--- src/rtl/ll_pkg.sv ---
// Shared types for the linked-list pointer subsystem (builder, walker, start generator).
// Node 0 is the null pointer and terminates every chain.
package ll_pkg;

    localparam int unsigned N     = 16;
    localparam int unsigned W_PTR = $clog2(N);

    typedef logic [W_PTR-1:0] ptr_t;

    localparam ptr_t NULL_PTR = '0;

    typedef enum logic [1:0] {
        ST_IDLE,
        ST_OPEN,
        ST_TERM
    } bld_state_e;

endpackage

--- src/rtl/ll_free_fifo.sv ---
// Free-node pool: a ring of N pointers, preloaded with nodes 1..N-1 on reset.
// Null frees are ignored; a free into a full ring is dropped and flagged sticky.
module ll_free_fifo #(
    parameter int N     = 16,
    parameter int W_PTR = $clog2(N)
) (
    input  logic             clk,
    input  logic             rst,
    input  logic             pop_i,
    input  logic             push_vld_i,
    input  logic [W_PTR-1:0] push_ptr_i,
    output logic [W_PTR-1:0] head_o,
    output logic [W_PTR:0]   cnt_o,
    output logic             overflow_o
);

    logic [W_PTR-1:0] mem_q [N];
    logic [W_PTR-1:0] rd_q;
    logic [W_PTR-1:0] wr_q;
    logic [W_PTR:0]   cnt_q;
    logic             ovf_q;

    logic push_req;
    logic full;
    logic push_ok;

    assign push_req = push_vld_i && (push_ptr_i != '0);
    assign full     = (cnt_q == (W_PTR+1)'(N));
    assign push_ok  = push_req && !full;

    assign head_o     = mem_q[rd_q];
    assign cnt_o      = cnt_q;
    assign overflow_o = ovf_q;

    always_ff @(posedge clk) begin
        if (rst) begin
            for (int unsigned i = 0; i < N; i++) begin
                mem_q[i] <= W_PTR'((i + 1) % N);
            end
            rd_q  <= '0;
            wr_q  <= W_PTR'(N - 1);
            cnt_q <= (W_PTR+1)'(N - 1);
            ovf_q <= 1'b0;
        end else begin
            if (push_ok) begin
                mem_q[wr_q] <= push_ptr_i;
                wr_q        <= wr_q + W_PTR'(1);
            end
            if (pop_i) begin
                rd_q <= rd_q + W_PTR'(1);
            end
            case ({push_ok, pop_i})
                2'b10:   cnt_q <= cnt_q + (W_PTR+1)'(1);
                2'b01:   cnt_q <= cnt_q - (W_PTR+1)'(1);
                default: cnt_q <= cnt_q;
            endcase
            if (push_req && full) begin
                ovf_q <= 1'b1;
            end
        end
    end

endmodule

--- src/rtl/ll_list_builder.sv ---
// Writer side of the linked-list subsystem: allocates nodes, threads them through the
// next-pointer table and publishes each terminated chain's head to the walker.
module ll_list_builder
    import ll_pkg::*;
#(
    parameter int N     = 16,
    parameter int W_PTR = $clog2(N)
) (
    input  logic             clk,
    input  logic             rst,
    input  logic             in_vld,
    input  logic             in_last,
    output logic             in_rdy,
    output logic [W_PTR-1:0] alloc_ptr,
    output logic             nxt_we,
    output logic [W_PTR-1:0] nxt_waddr,
    output logic [W_PTR-1:0] nxt_wdata,
    output logic [W_PTR-1:0] start,
    output logic             start_vld,
    input  logic             start_rdy,
    input  logic [W_PTR-1:0] free_ptr,
    input  logic             free_vld,
    output logic [W_PTR:0]   free_cnt,
    output logic             err_overflow
);

    bld_state_e       state_q;
    logic [W_PTR-1:0] head_q;
    logic [W_PTR-1:0] tail_q;
    logic [W_PTR-1:0] start_q;
    logic             start_vld_q;
    logic             accept;

    ll_free_fifo #(
        .N     (N),
        .W_PTR (W_PTR)
    ) u_pool (
        .clk        (clk),
        .rst        (rst),
        .pop_i      (accept),
        .push_vld_i (free_vld),
        .push_ptr_i (free_ptr),
        .head_o     (alloc_ptr),
        .cnt_o      (free_cnt),
        .overflow_o (err_overflow)
    );

    assign in_rdy    = (state_q != ST_TERM) && (free_cnt != '0);
    assign accept    = in_vld && in_rdy;
    assign start     = start_q;
    assign start_vld = start_vld_q;

    // Table writes are combinational so the link lands on the same edge as the accept.
    always_comb begin
        nxt_we    = 1'b0;
        nxt_waddr = '0;
        nxt_wdata = '0;
        if (state_q == ST_OPEN && accept) begin
            nxt_we    = 1'b1;
            nxt_waddr = tail_q;
            nxt_wdata = alloc_ptr;
        end else if (state_q == ST_TERM) begin
            nxt_we    = 1'b1;
            nxt_waddr = tail_q;
            nxt_wdata = '0;
        end
    end

    always_ff @(posedge clk) begin
        if (rst) begin
            state_q     <= ST_IDLE;
            head_q      <= '0;
            tail_q      <= '0;
            start_q     <= '0;
            start_vld_q <= 1'b0;
        end else begin
            if (start_vld_q && start_rdy) begin
                start_vld_q <= 1'b0;
            end
            case (state_q)
                ST_IDLE: begin
                    if (accept) begin
                        head_q  <= alloc_ptr;
                        tail_q  <= alloc_ptr;
                        state_q <= in_last ? ST_TERM : ST_OPEN;
                    end
                end
                ST_OPEN: begin
                    if (accept) begin
                        tail_q <= alloc_ptr;
                        if (in_last) begin
                            state_q <= ST_TERM;
                        end
                    end
                end
                ST_TERM: begin
                    // Publish only once the terminator write is issued this cycle.
                    if (!start_vld_q || start_rdy) begin
                        start_q     <= head_q;
                        start_vld_q <= 1'b1;
                        state_q     <= ST_IDLE;
                    end
                end
                default: state_q <= ST_IDLE;
            endcase
        end
    end

endmodule

--- config.mk ---
export PLATFORM = sky130hd
export DESIGN_NAME = ll_list_builder
export DESIGN_NICKNAME = d
export VERILOG_FILES = /design/src/rtl/ll_pkg.sv /design/src/rtl/ll_free_fifo.sv /design/src/rtl/ll_list_builder.sv
export SDC_FILE = /design/constraint.sdc
export NUM_CORES = 1
export LEC_CHECK = 0
export CAP_MARGIN = 20
export CORE_ASPECT_RATIO = 1.25
export CORE_MARGIN = 4
export CORE_UTILIZATION = 51
export DETAILED_ROUTE_END_ITERATION = 12
export PLACE_DENSITY = 0.71
export SETUP_SLACK_MARGIN = 0.02
export SYNTH_ARGS = -nofsm -noshare
export SYNTH_HDL_FRONTEND = slang
export SYNTH_HIERARCHICAL = 1
export SYNTH_SLANG_ARGS = --single-unit
--- constraint.sdc ---
create_clock -name clk -period 8.7 [get_ports clk]
set_input_delay 1.74 -clock clk [delete_from_list [all_inputs] [get_ports clk]]
set_output_delay 1.74 -clock clk [all_outputs]
set_load 0.02 [all_outputs]
# Yosys cells after proc, flatten, opt, wreduce, memory -nomap -nowiden
# Memory sizes are Yosys's and may differ from the RTL's. A register that Yosys moved wholly into a read port is not among the register bits.
# Cells that the tools add are included.
[op_classes] add_sub_neg=4 n_eq_ne=10 n_mux=25 reduce_logical=20
[op_table] operator="4-bit 2-to-1 mux" count=7
[op_table] operator="1-bit 2-to-1 mux" count=11
[op_table] operator="2-bit 2-to-1 mux" count=5
[op_table] operator="5-bit one-hot mux with 2 select lines" count=1
[op_table] operator="4-bit by 1-bit adder with 4-bit output, second input constant" count=2
[op_table] operator="2-bit != test, second input constant" count=4
[op_table] operator="1-bit logical AND" count=7
[op_table] operator="2-bit one-hot mux with 3 select lines" count=1
[op_table] operator="2-bit AND reduction" count=3
[op_table] operator="5-bit by 1-bit adder with 5-bit output, second input constant" count=1
[op_table] operator="5-bit equality test, second input constant" count=1
[op_table] operator="5-bit nonzero test" count=1
[op_table] operator="5-bit by 1-bit subtractor with 5-bit output, second input constant" count=1
[op_table] operator="2-bit by 1-bit equality test with 1-bit output, second input constant" count=2
[op_table] operator="2-bit equality test, second input constant" count=2
[op_table] operator="4-bit AND reduction" count=1
[op_table] operator="4-bit nonzero test" count=1
[op_table] operator="4-bit OR reduction" count=1
[op_table] operator="1-bit zero test" count=2
[op_table] operator="2-bit zero test" count=1
[op_table] operator="2-bit by 1-bit != test with 1-bit output, second input constant" count=1
[op_table] operator="2-bit nonzero test" count=1
[op_table] operator="2-bit OR reduction" count=1
[op_table] operator="1-bit logical OR" count=1
[totals] register_bits=29 ram_bits=64 inputBits=10 out_inout_bits=25 word_cells=69 mem_count=1
[mem_list] memory="u_pool.mem_q" words=16 width=4 rd=1 rd_clocked_by_memory_dff=1 wr=16 line="ll_free_fifo.sv:17" text="logic [W_PTR-1:0] mem_q [N];"

# Depth between registers and ports, before layout
# Gate-level depths: netlist of the first run.
[logic_depth] word_depth=8 depth_mapped=12 depth_no_buf=10

# Modules after synthesis
# The synthesis of the first run kept the hierarchy.
[by_module_without_submodules] mod="ll_free_fifo" n_inst=1 cells_each=317 area_per_inst_um2=3930.0
[by_module_without_submodules] mod="ll_list_builder" n_inst=1 cells_each=80 area_per_inst_um2=730.7

# Worst setup path before layout of the first run
# Ideal clock, no wire load.
[synth_timing] path_kind="input-to-output" start="input in_vld" end="output nxt_waddr[0]" arrival_time_ps=2656 required_time_ps=6960 setup_slack_ps=4304 path_stages=3 path_cell_list="nand2b_1 -> a211o_1 -> a21boi_0"
[synth_between] elab_chain_cells=3
[synth_lines] element="start, declared" line="ll_list_builder.sv:11" text="input logic in_vld,"
[synth_lines] element="1-bit logical AND" line="ll_list_builder.sv:49" text="assign accept = in_vld && in_rdy;"
[synth_lines] element="1-bit logical AND" line="ll_list_builder.sv:58" text="if (state_q == ST_OPEN && accept) begin"
[synth_lines] element="4-bit 2-to-1 mux" line="ll_list_builder.sv:58"
[synth_lines] element="end, declared" line="ll_list_builder.sv:16" text="output logic [W_PTR-1:0] nxt_waddr,"
# No other way between the ends.

# Final worst setup path of the first run
[layout_timing] start="input in_vld" end="output nxt_waddr[2]"
# The elaborated chain is that of the path after synthesis.

==> impl_metrics.tcl, run 1 <==
set metrics [dict create \
    floorplan.initialDensity_pct 53.0 \
    synthesis.yosys.warnings 6 \
    drv_slew 0 \
    synth_compound_area_share_pct 9.21 \
    cpMostUsedCell "sky130_fd_sc_hd__clkdlybuf4s50_1" \
    power-per-cell-area_nw_per_um2 187 \
    gp_congestion 0.826 \
    crit_type "in -> out" \
    critical_path.max_fanout 5 \
    required_time_of_the_worst_setup_path_ps 6960 \
    critical-path-top-delay-family "buffers and inverters" \
    routed_wl_um 10500 \
    synth_edf_count 64 \
    cell_count_after_synthesis 397 \
    mappedNetlistNets 416 \
    count_of_inserted_antenna_diode_cells 0 \
    worst_slew_pin_slew_ps 1030 \
    detailedPlacementHpwl_um 7320 \
    most-common-layout-cells "sky130_fd_sc_hd__edfxtp_1, sky130_fd_sc_hd__nor2_1, sky130_fd_sc_hd__nand2_1" \
    cts-root-buf "sky130_fd_sc_hd__clkbuf_8" \
    drive_above_1_share_pct 10.1 \
    grt_max_degree 61 \
    setup_viol 0 \
    dpl-instance-area_sq_um 5060 \
    maxSlewHeadroom_pct 31.2 \
    clk-insertion-delay-late_ps 360 \
    area_delta_synth_final_pct 12.3 \
    drcViolationCount 0 \
    synthArstFlopShare_pct 0 \
    synth-xor-area-share_pct 1.69 \
    number_of_iterations_in_the_first_detailed_routing_pass 5 \
    sequential_cell_area_fraction_in_the_yosys_report_pct 55.4 \
    worst_setup_path_end_kind "output pin" \
    crit_chain "clkdlybuf4s50_1 > nand2b_1 > a211o_1 > a21boi_0 > clkdlybuf4s50_1" \
    first_iter_violations 346 \
    grt_antenna_before_repair 0 \
    multiplexer_area_fraction_after_synthesis_pct 9.91 \
    placeableCoreArea_sq_um 8800 \
    yosys.cell_types.count 50 \
    die_height_um 115 \
    worstPathArrival_ps 3560 \
    worst_clock_skew_ps 8.16 \
    layout_min_cycle_time_ps 5300 \
    worst-path-buf-inv 2 \
    layout.cells.most_common "sky130_fd_sc_hd__edfxtp_1" \
    via_count 3202 \
    fillCellCount 745 \
    io_buffer_count 34 \
    globalRouteOverflowTotal 0 \
    run_status "finished clean" \
    cts-buffers-inserted 9 \
    synth_fa_ha_area_share_pct 2.42 \
    total_die_area_sq_um 10700 \
    die_width_um 93.5 \
    ctsResizeCount 0 \
    clock_sinks 97 \
    clk_path_buf_depth 2 \
    io-pin-count 35 \
    route.detailed.vias_per_inst 5.88 \
    final_cell_area_sq_um 5230 \
    cpMaxStageDelayCell "sky130_fd_sc_hd__clkdlybuf4s50_1" \
    hold_class "reg -> reg" \
    cap_viol_max_count 0 \
    cellLeakagePower_nw 1.81 \
    slowest_delay_ps 640 \
    synth_flop_cell "sky130_fd_sc_hd__edfxtp_1" \
    postLayoutCoreUtil_pct 59.5 \
    core.rowCount 38 \
    synth.cell_area_sq_um 4660 \
    tns_ps 0 \
    cts_hold_repair.buffers 0 \
    launching_element_type_of_the_critical_path "input pin" \
    cts-htree-levels 3 \
    grt_first_pass_wirelength_um 16700 \
    grt.total_usage_pct 20.9 \
    vdd_drop_max_mv 0.0900 \
    final-hold-violation-count 0 \
    flop_to_flop_setup_slack_ps 5390 \
    multi_input_area_sq_um 1950 \
    synth.ff_latch_count 97 \
    max_freq_mhz 189 \
    finish.net_count 440 \
    postCtsSetupRepairBufs 0 \
    final.period_utilization_pct 60.9 \
    post_synth.cell_area_avg_sq_um 11.7 \
    cts_tree "built" \
    synth-simple-area-share_pct 18.7 \
    synth_top_family_by_area "simple AND/OR/NAND/NOR gates" \
    grt_setup_unrepaired "false" \
    wire_per_inst_um 19.3 \
    clk_pin_slew_worst_paths_ps 90 \
    route.antenna.remaining_nets 0 \
    first_global_vias 3197 \
    layout.area.seq_sq_um 2580 \
]
## flip-flops by register name, summed over array words and instances (netlist names), named ones only
name,cells
head_q,4
start,4
start_vld,1
state_q,2
tail_q,4
u_pool/cnt_o,5
u_pool/mem_q,64
u_pool/overflow_o,1
u_pool/rd_q,4
u_pool/wr_q,4
## worst register-to-register path: cells and delay by family, from the launching register on
| kind | cells | cell delay, ps |
|---|---|---|
| compound gates | 3 | 680 |
| flops | 1 | 390 |
| xor+xnor | 2 | 290 |
| simple gates | 3 | 1240 |
| fa+ha+maj | 2 | 580 |
## logic make-up (layout without fill, tap and decap cells)
| family | after synthesis | count (layout) |
|---|---|---|
| AO/OA/AOI/OAI | 58 | 58 |
| XOR/XNOR | 9 | 9 |
| adder cells (fa/ha/maj) | 9 | 9 |
| buffers and inverters | 29 | 57 |
| flip-flops | 97 | 97 |
| multiplexers | 26 | 26 |
| AND/OR/NAND/NOR | 169 | 169 |
## where the power goes
part	internal (mW)	leakage, nW	switching (mW)
logic	0.0744	0.893	0.0944
registers	0.512	0.823	0.0263
clock network	0.129	0.0910	0.145
## path summary, 6_finish.rpt
| path | from | end | cells after the start |
|---|---|---|---|
| worst min-delay path | tail_q[1] | tail_q[1] | 2 |
| worst max register to register | u_pool/cnt_o[0] | u_pool/cnt_o[2] | 10 |
| worst min register to register | tail_q[1] | tail_q[1] | 2 |
| worst max-delay path | in_vld | nxt_waddr[2] | 5 |
## through the flow
step | setup WS [ps] | power (mW) | cells | hold WS [ps]
6_report | 3400 | 0.980 | 545 | 480
5_1_grt | 3290 | 1.03 | 545 | 507
4_1_cts | 3390 | 0.988 | 545 | 480
3_5_place_dp | 3390 | 0.717 | 530 | 468
3_3_place_gp | 3400 | 0.713 | 530 | 462
2_1_floorplan | 4300 | 0.660 | 397 | 444
## cell usage after synthesis (2+ instances only)
library cell / instances / area, sq um
sky130_fd_sc_hd__a211o_1: 4 / 35.0
sky130_fd_sc_hd__buf_1: 2 / 7.51
sky130_fd_sc_hd__edfxtp_1: 64 / 1920
sky130_fd_sc_hd__nor3b_4: 2 / 37.5
sky130_fd_sc_hd__dfxtp_1: 33 / 661
sky130_fd_sc_hd__nor2_1: 46 / 173
sky130_fd_sc_hd__nor3_1: 2 / 10.0
sky130_fd_sc_hd__a31oi_1: 2 / 12.5
sky130_fd_sc_hd__clkbuf_1: 12 / 45.0
sky130_fd_sc_hd__nand2b_1: 21 / 131
sky130_fd_sc_hd__mux4_2: 16 / 360
sky130_fd_sc_hd__ha_1: 9 / 113
sky130_fd_sc_hd__nor2b_1: 10 / 62.6
sky130_fd_sc_hd__a21oi_1: 8 / 40.0
sky130_fd_sc_hd__a21o_1: 19 / 143
sky130_fd_sc_hd__a22oi_1: 4 / 30.0
sky130_fd_sc_hd__xnor2_1: 2 / 17.5
sky130_fd_sc_hd__or3_1: 8 / 50.1
sky130_fd_sc_hd__and3_1: 11 / 68.8
sky130_fd_sc_hd__nand2_1: 43 / 161
sky130_fd_sc_hd__nand3_1: 15 / 75.1
sky130_fd_sc_hd__a21boi_0: 4 / 30.0
sky130_fd_sc_hd__mux2i_1: 9 / 90.1
sky130_fd_sc_hd__xor2_1: 7 / 61.3
sky130_fd_sc_hd__o21ai_0: 8 / 40.0
sky130_fd_sc_hd__buf_2: 7 / 35.0
sky130_fd_sc_hd__inv_1: 6 / 22.5
## layout make-up
| class | count | area share [%] |
|---|---|---|
| inverters | 7 | 0.550 |
| flip-flops and latches | 97 | 49.3 |
| repair buffers | 35 | 6.55 |
| multi-input cells | 271 | 37.3 |
| clock buffers | 10 | 2.44 |
| well taps | 120 | 2.87 |
| clock inverters | 5 | 0.908 |
## layer usage
| layer | GRT usage [%] | vias to the layer above | wire [um] |
|---|---|---|---|
| li1 | - | 1491 | - |
| met1 | 26.8 | 1540 | 4210 |
| met2 | 34.5 | 154 | 5250 |
| met3 | 5.63 | 17 | 849 |
| met4 | 6.65 | 0 | 193 |
| met5 | 0 | - | 0 |
(Power assumes the default switching activity.)
==> inputs of run 2 (changes only) <==
--- a/config.mk
+++ b/config.mk
@@ -10,7 +10,7 @@
 export CORE_MARGIN = 4
 export CORE_UTILIZATION = 51
 export DETAILED_ROUTE_END_ITERATION = 12
-export PLACE_DENSITY = 0.71
+export PLACE_DENSITY = 0.74
 export SETUP_SLACK_MARGIN = 0.02
 export SYNTH_ARGS = -nofsm -noshare
 export SYNTH_HDL_FRONTEND = slang
==> constraint.sdc (replaced) <==
create_clock -name clk -period 4.4 [get_ports clk]
set_input_delay 0.88 -clock clk [delete_from_list [all_inputs] [get_ports clk]]
set_output_delay 0.88 -clock clk [all_outputs]
set_load 0.02 [all_outputs]
==> run 2 against run 1 <==
  * Wire length grew 0.54%
  * Largest power group unchanged
  * Sequential power grew 97%
  * Highest routed layer unchanged
  * Via count rose by 1.6%
  * Clock power grew to 2.7 times the previous value
  * Clock-buffer cell count down 1
  * Non-clock buffer count is 3 higher
  * Worst hold slack worse by 11 ps
==> impl_metrics.tcl, run 2 (synthesis gave the netlist of run 1 again) <==
set metrics [dict create \
    run_status "finished clean" \
    cts_hold_repair.buffers 0 \
    worstPathArrival_ps 3940 \
    area_delta_synth_final_pct 14.5 \
    clk_pin_slew_worst_paths_ps 90 \
    most-common-layout-cells "sky130_fd_sc_hd__edfxtp_1, sky130_fd_sc_hd__nor2_1, sky130_fd_sc_hd__nand2_1" \
    core.rowCount 38 \
    tns_ps 0 \
    placeableCoreArea_sq_um 8800 \
    io-pin-count 35 \
    first_iter_violations 281 \
    clk-insertion-delay-late_ps 360 \
    final.period_utilization_pct 84.0 \
    die_height_um 115 \
    ctsResizeCount 0 \
    grt_first_pass_wirelength_um 16900 \
    wire_per_inst_um 19.2 \
    max_freq_mhz 271 \
    cellLeakagePower_nw 1.86 \
    final-hold-violation-count 0 \
    postLayoutCoreUtil_pct 60.7 \
    cts-root-buf "sky130_fd_sc_hd__clkbuf_8" \
    first_global_vias 3162 \
    layout.area.seq_sq_um 2580 \
    floorplan.initialDensity_pct 53.0 \
    routed_wl_um 10600 \
    io_buffer_count 34 \
    worst_setup_path_end_kind "flop" \
    launching_element_type_of_the_critical_path "input pin" \
    required_time_of_the_worst_setup_path_ps 4640 \
    worst_slew_pin_slew_ps 1020 \
    detailedPlacementHpwl_um 7490 \
    drcViolationCount 0 \
    grt_antenna_before_repair 0 \
    largest_register "u_pool/mem_q" \
    layout.cells.most_common "sky130_fd_sc_hd__edfxtp_1" \
    worst_clock_skew_ps 11.0 \
    count_of_inserted_antenna_diode_cells 0 \
    route.antenna.remaining_nets 0 \
    die_width_um 93.5 \
    via_count 3253 \
    postCtsSetupRepairBufs 0 \
    grt_max_degree 61 \
    cts-htree-levels 3 \
    number_of_iterations_in_the_first_detailed_routing_pass 6 \
    finalHoldWorstSlack_ps 469 \
    drv_slew 0 \
    vdd_drop_max_mv 0.189 \
    multi_input_area_sq_um 1950 \
    cts_tree "built" \
    cap_viol_max_count 0 \
    route.detailed.vias_per_inst 5.93 \
    finish.net_count 443 \
    hold_class "reg -> reg" \
    globalRouteOverflowTotal 0 \
    setup_viol 0 \
    maxSlewHeadroom_pct 31.9 \
    gp_congestion 0.876 \
    fillCellCount 709 \
    power-per-cell-area_nw_per_um2 398 \
    total_die_area_sq_um 10700 \
    drive_above_1_share_pct 11.2 \
    layout_min_cycle_time_ps 3700 \
    grt.total_usage_pct 21.2 \
    crit_type "in -> reg" \
    largest_reg_flops 64 \
    clock_sinks 97 \
    grt_setup_unrepaired "false" \
    clk_path_buf_depth 2 \
    critical_path.max_fanout 10 \
    cts-buffers-inserted 9 \
]
## run 2: metrics by stage
stage                     total power, mW  area [sq um]  setup slack [ps]  instances
after floorplan                      1.30          4660              1110        397
after global placement               1.41          5080               470        533
after detailed placement             1.42          5080               338        533
after CTS                            2.14          5340               723        549
after global routing                 2.21          5340               562        549
final                                2.13          5340               705        549
## run 2: per-layer routing
| layer | wire, um | GRT usage (%) |
|---|---|---|
| met1 | 4290 | 28.2 |
| met2 | 5080 | 32.8 |
| met3 | 683 | 3.47 |
| met4 | 508 | 12.5 |
| met5 | 0 | 0 |
## run 2: layout make-up
type                    count  share of cell area, %
inverters                   7                  0.539
flip-flops and latches     97                   48.4
clock inverters             7                   2.48
multi-input cells         271                   36.6
well taps                 120                   2.81
repair buffers             38                   6.84
clock buffers               9                   2.32
## run 2: worst max-delay path, stage by stage
cell                              delay [ps]
sky130_fd_sc_hd__clkdlybuf4s50_1         490
sky130_fd_sc_hd__o41ai_2                 650
sky130_fd_sc_hd__a21oi_4                 150
sky130_fd_sc_hd__inv_4                   160
sky130_fd_sc_hd__ha_1                    340
sky130_fd_sc_hd__xor2_1                  110
sky130_fd_sc_hd__ha_1                    220
sky130_fd_sc_hd__a21oi_1                 210
sky130_fd_sc_hd__xor2_1                  200
sky130_fd_sc_hd__nor3_1                   80
sky130_fd_sc_hd__or3b_2                  450
## run 2: report_power, final
group | switching, mW | leakage, nW | internal (mW) | total (mW)
combinational | 0.189 | 0.908 | 0.150 | 0.339
sequential | 0.0508 | 0.823 | 1.01 | 1.06
clock | 0.295 | 0.124 | 0.430 | 0.725
total | 0.535 | 1.86 | 1.59 | 2.13
## run 2: final timing paths
check,to,slack [ps],cells after the start,from
worst max register to register,u_pool/cnt_o[2],1100,11,u_pool/cnt_o[0]
worst min register to register,start[2],470,2,head_q[2]
worst max-delay path,u_pool/cnt_o[2],700,11,free_ptr[1]
worst min-delay path,start[2],470,2,head_q[2]
